==> src/rtl/lsu_pkg.sv <==
// rtl/lsu_pkg.sv - shared funct3 codes, FSM state type, timeout default and lane helpers for the LSU
// Contents: F3_* access-size codes, lsu_state_e, DEFAULT_TIMEOUT, is_misaligned()
package lsu_pkg;

    localparam logic [2:0] F3_B  = 3'b000;
    localparam logic [2:0] F3_H  = 3'b001;
    localparam logic [2:0] F3_W  = 3'b010;
    localparam logic [2:0] F3_BU = 3'b100;
    localparam logic [2:0] F3_HU = 3'b101;

    localparam int DEFAULT_TIMEOUT = 255;

    typedef enum logic [1:0] {
        ST_IDLE = 2'd0,
        ST_REQ  = 2'd1,
        ST_WAIT = 2'd2,
        ST_DONE = 2'd3
    } lsu_state_e;

    // Size comes from funct3[1:0] only: 00 byte, 01 half, 1x word.
    // This also folds 011/110/111 into word and makes stores ignore bit 2.
    function automatic logic is_misaligned(input logic [1:0] size, input logic [1:0] addr_lo);
        case (size)
            2'b00:   return 1'b0;
            2'b01:   return addr_lo[0];
            default: return (addr_lo != 2'b00);
        endcase
    endfunction

endpackage

==> src/rtl/lsu_if.sv <==
// rtl/lsu_if.sv - valid/ready data-memory bus between the LSU and memory
// master: LSU side (drives o_mem_*), slave: memory side (drives i_mem_*)
interface lsu_if;
    logic        o_mem_valid;
    logic        o_mem_we;
    logic [31:0] o_mem_addr;
    logic [3:0]  o_mem_be;
    logic [31:0] o_mem_wdata;
    logic        i_mem_ready;
    logic        i_mem_rvalid;
    logic [31:0] i_mem_rdata;

    modport master (
        output o_mem_valid, o_mem_we, o_mem_addr, o_mem_be, o_mem_wdata,
        input  i_mem_ready, i_mem_rvalid, i_mem_rdata
    );

    modport slave (
        input  o_mem_valid, o_mem_we, o_mem_addr, o_mem_be, o_mem_wdata,
        output i_mem_ready, i_mem_rvalid, i_mem_rdata
    );
endinterface

==> src/rtl/lsu_load_extend.sv <==
// rtl/lsu_load_extend.sv - load lane select with sign/zero extension
// Ports: i_rdata (read word), i_addr_lo (byte offset), i_funct3 (load type), o_result (writeback value)
module lsu_load_extend
    import lsu_pkg::*;
(
    input  logic [31:0] i_rdata,
    input  logic [1:0]  i_addr_lo,
    input  logic [2:0]  i_funct3,
    output logic [31:0] o_result
);

    logic [7:0]  w_byte;
    logic [15:0] w_half;

    always_comb begin
        case (i_addr_lo)
            2'd0:    w_byte = i_rdata[7:0];
            2'd1:    w_byte = i_rdata[15:8];
            2'd2:    w_byte = i_rdata[23:16];
            default: w_byte = i_rdata[31:24];
        endcase
        w_half = i_addr_lo[1] ? i_rdata[31:16] : i_rdata[15:0];

        case (i_funct3)
            F3_B:    o_result = {{24{w_byte[7]}}, w_byte};
            F3_BU:   o_result = {24'b0, w_byte};
            F3_H:    o_result = {{16{w_half[15]}}, w_half};
            F3_HU:   o_result = {16'b0, w_half};
            default: o_result = i_rdata;
        endcase
    end

endmodule

==> src/rtl/lsu.sv <==
// rtl/lsu.sv - RV32I load/store unit: byte/half/word accesses over a valid/ready memory bus
// Ports: i_clk, i_reset (sync, active-high); core side i_lsu_addr, i_st_data, i_funct3, i_rden, i_wren,
//        o_ld_data, o_ld_valid, o_stall, o_misaligned, o_bus_err; memory side via lsu_if.master mem
module lsu
    import lsu_pkg::*;
#(
    parameter int TIMEOUT_CYCLES = DEFAULT_TIMEOUT
) (
    input  logic        i_clk,
    input  logic        i_reset,
    input  logic [31:0] i_lsu_addr,
    input  logic [31:0] i_st_data,
    input  logic [2:0]  i_funct3,
    input  logic        i_rden,
    input  logic        i_wren,
    output logic [31:0] o_ld_data,
    output logic        o_ld_valid,
    output logic        o_stall,
    output logic        o_misaligned,
    output logic        o_bus_err,
    lsu_if.master       mem
);

    localparam int CW = $clog2(TIMEOUT_CYCLES + 1);

    lsu_state_e  r_state, w_next;
    logic [CW-1:0] r_cnt;
    logic [31:0] r_addr;
    logic [1:0]  r_off;
    logic [2:0]  r_funct3;
    logic        r_we;
    logic [3:0]  r_be;
    logic [31:0] r_wdata;
    logic [31:0] r_ld_data;
    logic        r_err;

    logic        w_req, w_mis, w_start, w_abort, w_expired;
    logic [3:0]  w_be;
    logic [31:0] w_wdata, w_ext;

    assign w_req     = i_rden | i_wren;
    assign w_mis     = is_misaligned(i_funct3[1:0], i_lsu_addr[1:0]);
    assign w_start   = (r_state == ST_IDLE) && w_req && !w_mis;
    assign w_expired = (r_cnt == CW'(TIMEOUT_CYCLES - 1));

    // Request cycle itself is stalled so the core holds the instruction.
    assign o_stall      = w_start || (r_state == ST_REQ) || (r_state == ST_WAIT);
    assign o_misaligned = (r_state == ST_IDLE) && w_req && w_mis;
    assign o_ld_valid   = (r_state == ST_DONE) && !r_we && !r_err;
    assign o_bus_err    = (r_state == ST_DONE) && r_err;
    assign o_ld_data    = r_ld_data;

    assign mem.o_mem_valid = (r_state == ST_REQ);
    assign mem.o_mem_we    = r_we;
    assign mem.o_mem_addr  = r_addr;
    assign mem.o_mem_be    = r_be;
    assign mem.o_mem_wdata = r_wdata;

    always_comb begin
        w_be    = 4'b1111;
        w_wdata = i_st_data;
        case (i_funct3[1:0])
            2'b00: begin
                w_be    = 4'b0001 << i_lsu_addr[1:0];
                w_wdata = {4{i_st_data[7:0]}};
            end
            2'b01: begin
                w_be    = i_lsu_addr[1] ? 4'b1100 : 4'b0011;
                w_wdata = {2{i_st_data[15:0]}};
            end
            default: ;
        endcase
    end

    lsu_load_extend u_extend (
        .i_rdata   (mem.i_mem_rdata),
        .i_addr_lo (r_off),
        .i_funct3  (r_funct3),
        .o_result  (w_ext)
    );

    always_comb begin
        w_next  = r_state;
        w_abort = 1'b0;
        case (r_state)
            ST_IDLE: if (w_start) w_next = ST_REQ;
            ST_REQ: begin
                if (mem.i_mem_ready) begin
                    w_next = r_we ? ST_DONE : ST_WAIT;
                end else if (w_expired) begin
                    w_next  = ST_DONE;
                    w_abort = 1'b1;
                end
            end
            ST_WAIT: begin
                if (mem.i_mem_rvalid) begin
                    w_next = ST_DONE;
                end else if (w_expired) begin
                    w_next  = ST_DONE;
                    w_abort = 1'b1;
                end
            end
            default: w_next = ST_IDLE;
        endcase
    end

    always_ff @(posedge i_clk) begin
        if (i_reset) begin
            r_state   <= ST_IDLE;
            r_cnt     <= '0;
            r_addr    <= '0;
            r_off     <= '0;
            r_funct3  <= '0;
            r_we      <= 1'b0;
            r_be      <= '0;
            r_wdata   <= '0;
            r_ld_data <= '0;
            r_err     <= 1'b0;
        end else begin
            r_state <= w_next;
            case (r_state)
                ST_IDLE: begin
                    if (w_start) begin
                        r_addr   <= {i_lsu_addr[31:2], 2'b00};
                        r_off    <= i_lsu_addr[1:0];
                        r_funct3 <= i_funct3;
                        r_we     <= i_wren;
                        r_be     <= w_be;
                        r_wdata  <= w_wdata;
                        r_cnt    <= '0;
                    end
                end
                ST_REQ, ST_WAIT: begin
                    r_cnt <= r_cnt + 1'b1;
                    if (w_abort) begin
                        r_err     <= 1'b1;
                        r_ld_data <= '0;
                    end else if (r_state == ST_WAIT && mem.i_mem_rvalid) begin
                        r_ld_data <= w_ext;
                    end
                end
                default: r_err <= 1'b0;
            endcase
        end
    end

endmodule

==> src/flat_wrapper.sv <==
// flat-port wrapper written by rule: the top's interface ports become plain ports
module lsu_flat import lsu_pkg::*;
#(
    parameter int TIMEOUT_CYCLES = DEFAULT_TIMEOUT
)
  (i_clk, i_reset, i_lsu_addr, i_st_data, i_funct3, i_rden, i_wren, o_ld_data, o_ld_valid, o_stall, o_misaligned, o_bus_err, mem_o_mem_valid, mem_o_mem_we, mem_o_mem_addr, mem_o_mem_be, mem_o_mem_wdata, mem_i_mem_ready, mem_i_mem_rvalid, mem_i_mem_rdata);
  lsu_if mem_i ();
  input  logic i_clk;
  input  logic i_reset;
  input  logic [31:0] i_lsu_addr;
  input  logic [31:0] i_st_data;
  input  logic [2:0] i_funct3;
  input  logic i_rden;
  input  logic i_wren;
  output logic [31:0] o_ld_data;
  output logic o_ld_valid;
  output logic o_stall;
  output logic o_misaligned;
  output logic o_bus_err;
  output wire logic [$bits(mem_i.o_mem_valid)-1:0] mem_o_mem_valid;
  output wire logic [$bits(mem_i.o_mem_we)-1:0] mem_o_mem_we;
  output wire logic [$bits(mem_i.o_mem_addr)-1:0] mem_o_mem_addr;
  output wire logic [$bits(mem_i.o_mem_be)-1:0] mem_o_mem_be;
  output wire logic [$bits(mem_i.o_mem_wdata)-1:0] mem_o_mem_wdata;
  input wire logic [$bits(mem_i.i_mem_ready)-1:0] mem_i_mem_ready;
  input wire logic [$bits(mem_i.i_mem_rvalid)-1:0] mem_i_mem_rvalid;
  input wire logic [$bits(mem_i.i_mem_rdata)-1:0] mem_i_mem_rdata;
  assign mem_o_mem_valid = mem_i.o_mem_valid;
  assign mem_o_mem_we = mem_i.o_mem_we;
  assign mem_o_mem_addr = mem_i.o_mem_addr;
  assign mem_o_mem_be = mem_i.o_mem_be;
  assign mem_o_mem_wdata = mem_i.o_mem_wdata;
  assign mem_i.i_mem_ready = mem_i_mem_ready;
  assign mem_i.i_mem_rvalid = mem_i_mem_rvalid;
  assign mem_i.i_mem_rdata = mem_i_mem_rdata;
  lsu #(.TIMEOUT_CYCLES(TIMEOUT_CYCLES)) u_core (.i_clk(i_clk), .i_reset(i_reset), .i_lsu_addr(i_lsu_addr), .i_st_data(i_st_data), .i_funct3(i_funct3), .i_rden(i_rden), .i_wren(i_wren), .o_ld_data(o_ld_data), .o_ld_valid(o_ld_valid), .o_stall(o_stall), .o_misaligned(o_misaligned), .o_bus_err(o_bus_err), .mem(mem_i));
endmodule
==> config.mk <==
export PLATFORM = sky130hd
export DESIGN_NAME = lsu_flat
export DESIGN_NICKNAME = d
export VERILOG_FILES = /design/src/rtl/lsu_pkg.sv /design/src/rtl/lsu_if.sv /design/src/rtl/lsu_load_extend.sv /design/src/rtl/lsu.sv /design/src/flat_wrapper.sv
export SDC_FILE = /design/constraint.sdc
export NUM_CORES = 1
export LEC_CHECK = 0
export ABC_AREA = 1
export CAP_MARGIN = 20
export CORE_ASPECT_RATIO = 0.7
export CORE_MARGIN = 1.5
export CORE_UTILIZATION = 40
export CTS_CLUSTER_SIZE = 12
export DETAILED_ROUTE_END_ITERATION = 10
export PLACE_DENSITY = 0.84
export SYNTH_ARGS = -nofsm -noshare
export SYNTH_HDL_FRONTEND = slang
export SYNTH_HIERARCHICAL = 1
export SYNTH_SLANG_ARGS = --single-unit
export TNS_END_PERCENT = 100
==> constraint.sdc <==
create_clock -name i_clk -period 4.4 [get_ports i_clk]
set_input_delay 0.88 -clock i_clk [delete_from_list [all_inputs] [get_ports i_clk]]
set_output_delay 0.88 -clock i_clk [all_outputs]
set_load 0.01 [all_outputs]
==> Word level (Yosys, flattened, before mapping) <==
Cells that the tools add are included.
{ "totals": {"ff_bits": 115, "output_inout_bits": 106, "elab_cells": 73} }
{ "classes": {"n_addsub": 1, "eq_ne": 12, "shifts": 1, "muxes": 23, "bitwise_logic": 2, "reduce_logical": 24} }
{ "ops": {"columns": ["op", "count"], "rows": [
  ["one-hot mux 32 bit (4 select lines)", 1],
  ["two-way mux 32 bit", 2],
  ["one-hot mux 32 bit (2 select lines)", 1],
  ["one-hot mux 8 bit (3 select lines)", 1],
  ["two-way mux 16 bit", 1],
  ["one-hot mux 8 bit (2 select lines)", 1],
  ["adder 8 x 1 -> 8 bit, second input constant", 1],
  ["== test 8 bit, second input constant", 1],
  ["two-way mux 2 bit", 4],
  ["two-way mux 8 bit", 1],
  ["one-hot mux 4 bit (2 select lines)", 1],
  ["AND reduction 2 bit", 4],
  ["logical AND 1 bit", 7],
  ["== test 2 x 1 -> 1 bit, second input constant", 3],
  ["== test 2 bit, second input constant", 3],
  ["== test 3 bit, second input constant", 2],
  ["zero test 2 bit", 3],
  ["one-hot mux 1 bit (2 select lines)", 3],
  ["one-hot mux 2 bit (3 select lines)", 1],
  ["nonzero test 2 bit", 3],
  ["two-way mux 1 bit", 5],
  ["two-way mux 4 bit", 1],
  ["!= test 2 x 1 -> 1 bit, second input constant", 2],
  ["left shift 1 x 2 -> 4 bit, first input constant", 1],
  ["7 further kinds", 10]
]} }

==> Logic depth before layout (Yosys ltp) <==
{ "logic_depth": {"word_depth": 6, "ltp_mapped": 11, "ltp_nobuf": 10} }

==> Hierarchy <==
The synthesis kept the hierarchy.
{ "by_module_without_submodules": {"columns": ["mod", "instances", "cells_per_inst", "area_per_inst_um2", "seq_area_each_um2"], "rows": [
  ["lsu", 1, 673, 5024.8, 2302.2],
  ["lsu_load_extend", 1, 192, 895.9, 0.0]
]} }

==> Worst setup path after synthesis <==
Ideal clock, no wire load.
{ "synth_timing": {"path_type": "input -> output", "startpoint": "input port i_funct3[1]", "endpoint": "output port o_stall", "arrival_ps": 1566, "required_time_ps": 3520, "slack_ps": 1954, "path_stages": 7, "cell_sequence": "buf_6 > inv_4 > nand2_1 > nand2_2 > nand2_4 > buf_2 > nand3_1"} }
{ "synth_between": {"elab_chain_len": 6} }
{ "synth_lines": {"columns": ["item", "line", "text"], "rows": [
  ["from (decl)", "flat_wrapper.sv:12", "input logic [2:0] i_funct3;"],
  ["== test 2 x 1 -> 1 bit or zero test 2 bit (tied branches)", "lsu_pkg.sv:23", "case (size)"],
  ["one-hot mux 1 bit (2 select lines) *", "lsu_pkg.sv:23", null],
  ["zero test 1 bit *", "lsu.sv:43", "assign w_start = (r_state == ST_IDLE) && w_req && !w_mis;"],
  ["logical AND 1 bit *", "lsu.sv:43", null],
  ["logical OR 1 bit * (2 in series)", "lsu.sv:47", "assign o_stall = w_start || (r_state == ST_REQ) || (r_state == ST_WAIT);"],
  ["to (decl)", "flat_wrapper.sv:17", "output logic o_stall;"]
]} }
Mark *: on every way between the ends. The rest lies on a longest branch, timed or not.

==> Worst setup path in the final report <==
Ends and elaborated chain as after synthesis.

==> results.py <==
metrics = {
    "synth": {
        "yosys.area.top_type": "dfxtp_1",
        "synth_top_cell_area_share_pct": 38.9,
        "synth_area_leaders": "dfxtp_1, nand2_1, nor2_1",
        "syn_avg_cell_area_um2": 6.84,
        "synth_cell_type_count": 37,
        "syn_inst": 865,
        "ys_ff_latch": 115,
        "syn_area_um2": 5920,
        "yosysWarnings": 6,
        "synth_seq_area_share_pct": 38.9,
    },
    "timing": {
        "relSlewSlack_pct": 41.0,
        "timing.final.crit_period_ps": 3470,
        "fmax_ghz": 0.288,
        "tns_ps": 0,
        "setup_viol": 0,
        "skew_ps": 7.85,
        "rsz0062_at_grt": "no",
        "worst_pin_slew_ps": 883,
        "timing.final.crit_share_pct": 79.0,
        "hold_viol_final": 0,
        "slew_viol_final": 0,
    },
    "clocking": {
        "cts_buffer_depth": 2,
        "ctsHoldBuffers": 0,
        "cts_tree": "yes",
        "cts_buffers": 17,
        "postCtsSetupBuffers": 0,
        "cts-resized-gates": 0,
        "cts_root_buf": "clkbuf_16",
        "clock_sinks": 115,
        "clk_pin_slew_ps": 50,
        "clkLatencyLatePin_ps": 410,
        "htreeDepth": 4,
    },
    "floorplan": {
        "rows": 36,
        "start_util_pct": 41.7,
        "core-area_um2": 14200,
        "dieArea_um2": 15600,
        "die_y_um": 105,
        "die_w_um": 148,
        "pin_count": 211,
    },
    "outcome": {
        "status": "finished clean",
    },
    "drt": {
        "viasPerCell": 5.19,
        "routed_wl_um": 18700,
        "drc": 0,
        "drt_pre_antenna_iters": 7,
        "drt_iter0_markers": 513,
        "vias": 6482,
        "detail-route-antenna-nets": 0,
        "wl_per_cell_um": 15.0,
    },
    "critical_path": {
        "critPathMaxStageDelay_ps": 550,
        "cp-end-kind": "primary output",
        "cpMaxStageDelayCell": "clkdlybuf4s50_1",
        "critPathBufInv": 3,
        "path_class": "in -> out",
        "cp_top_family": "buffers and inverters",
        "critical_path_depth": 7,
        "crit_required_ps": 3520,
        "crit_path_start_kind": "primary input",
        "cpMostUsedCell": "clkdlybuf4s50_1",
        "cp_max_fo": 19,
        "arrival_ps": 2590,
        "r2r_cells": 8,
        "crit_chain": "clkdlybuf4s50_1 > inv_4 > nand2_1 > nand2_2 > nand2_4 > nand3_1 > clkdlybuf4s50_1",
    },
    "layout": {
        "layout_commonest_cell": "clkdlybuf4s50_1",
        "area_delta_synth_final_pct": 44.7,
        "antenna_cells": 0,
        "final_cell_mix": "clkdlybuf4s50_1, nand2_1, nor2_1",
        "drive_gt1_share_pct": 7.09,
        "nets": 1157,
    },
    "pwr": {
        "ir_drop_uv": 288,
        "power_w": 0.00409,
        "power.leakage_nw": 3.59,
        "power_density_nw_per_um2": 477,
    },
    "grt": {
        "grt_max_degree": 75,
        "grt_pass1_wl_um": 29800,
        "grt_usage_pct": 24.0,
        "overflow": 0,
        "grt_pass1_vias": 5983,
        "antenna_found_initial": 0,
    },
    "placement": {
        "hpwlAfterDp_um": 13000,
        "gp_congestion": 0.920,
        "io_buffers": 208,
    },
    "worst_hold_path": {
        "min_path_cells": 2,
        "hold_class": "reg -> reg",
    },
    "flow_run": {
        "maxCapViolCount": 0,
    },
}
state kept, by name, summed over array words and instances, names as in the netlist:
name                    flops
u_core/mem.o_mem_wdata     32
u_core/o_ld_data           32
u_core/mem.o_mem_addr      30
u_core/r_cnt                8
u_core/mem.o_mem_be         4
u_core/r_funct3             3
u_core/r_off                2
u_core/r_state              2
u_core/mem.o_mem_we         1
u_core/r_err                1
worst min-delay path, delay by kind of cell (launching register included):
kind / cells / cell delay, ps
flip-flops: 1 / 300
AND/OR/NAND/NOR: 1 / 60
AO/OA/AOI/OAI: 1 / 50
power breakdown:
part	leakage (nW)	total, W	internal [W]	switching (W)
logic	2.39	0.00145	0.000624	0.000826
clock network	0.264	0.00133	0.000822	0.000511
registers	0.940	0.00130	0.00120	0.000107
total	3.59	0.00409	0.00264	0.00144
per-stage QoR:
| step | hold slack [ps] | util, % | std cells | instance area (µm²) | worst slack (ps) |
|---|---|---|---|---|---|
| CTS | 465 | 60.2 | 1247 | 8540 | 927 |
| detailed placement | 457 | 56.2 | 1215 | 7970 | 921 |
| global route | 484 | 60.4 | 1248 | 8560 | 798 |
| floorplan | 457 | - | 866 | 5920 | 1950 |
| global placement | 452 | 56.2 | 1215 | 7970 | 936 |
| finish | 463 | 60.4 | 1248 | 8560 | 925 |
layer usage:
metal	vias to the layer above	track usage, %	routed length [µm]
li1	3182	-	-
met1	2961	31.5	8050
met2	315	37.1	8380
met3	24	7.77	2030
met4	0	7.71	265
met5	-	0	0
cell families (layout without fill, tap and decap cells):
logic type,Yosys count,in the layout,synth area share (%)
AO/OA/AOI/OAI,147,147,13.4
adder cells (fa/ha/maj),7,7,1.48
buffers and inverters,99,291,8.52
flip-flops,115,115,38.9
multiplexers,5,5,0.845
other,1,2,0.0633
XOR/XNOR,1,1,0.148
AND/OR/NAND/NOR,490,490,36.6
area by class of cell:
class	count	area (µm²)
fillers	1303	5620
multi-input cells	652	3120
flip-flops and latches	115	2300
repair buffers	216	2170
clock buffers	21	470
well taps	190	238
inverters	43	166
clock inverters	11	103
worst paths after layout:
path	from	to	slack [ps]
min reg2reg	u_core/mem.o_mem_wdata[23]	u_core/mem.o_mem_wdata[23]	460
max	i_funct3[1]	o_stall	930
min	u_core/mem.o_mem_wdata[23]	u_core/mem.o_mem_wdata[23]	460
max reg2reg	u_core/r_off[1]	u_core/o_ld_data[17]	1950
cells in the mapped netlist:
| cell | count |
|---|---|
| buf_6 | 11 |
| conb_1 | 1 |
| nor3_1 | 2 |
| nor2_1 | 155 |
| nand2_2 | 5 |
| nor2_2 | 2 |
| o21a_1 | 2 |
| nand3_2 | 3 |
| nand2_1 | 201 |
| nor2_8 | 2 |
| o21ai_1 | 1 |
| nand3_4 | 1 |
| ha_1 | 7 |
| nand3_1 | 87 |
| a21oi_1 | 55 |
| a31oi_1 | 9 |
| nor3b_1 | 1 |
| buf_4 | 6 |
| buf_2 | 18 |
| mux2i_1 | 5 |
| clkbuf_1 | 20 |
| nor2_4 | 2 |
| or2_1 | 1 |
| o21ai_0 | 63 |
| xor2_1 | 1 |
| inv_4 | 2 |
| o21ai_2 | 1 |
| inv_1 | 35 |
| dfxtp_1 | 115 |
| nand2_4 | 2 |
| or2_2 | 8 |
| nand4_4 | 1 |
| nand3b_1 | 15 |
| inv_2 | 6 |
| o211ai_1 | 16 |
| buf_1 | 1 |
| nand4_1 | 2 |
Power figures use the tool's default switching activity.
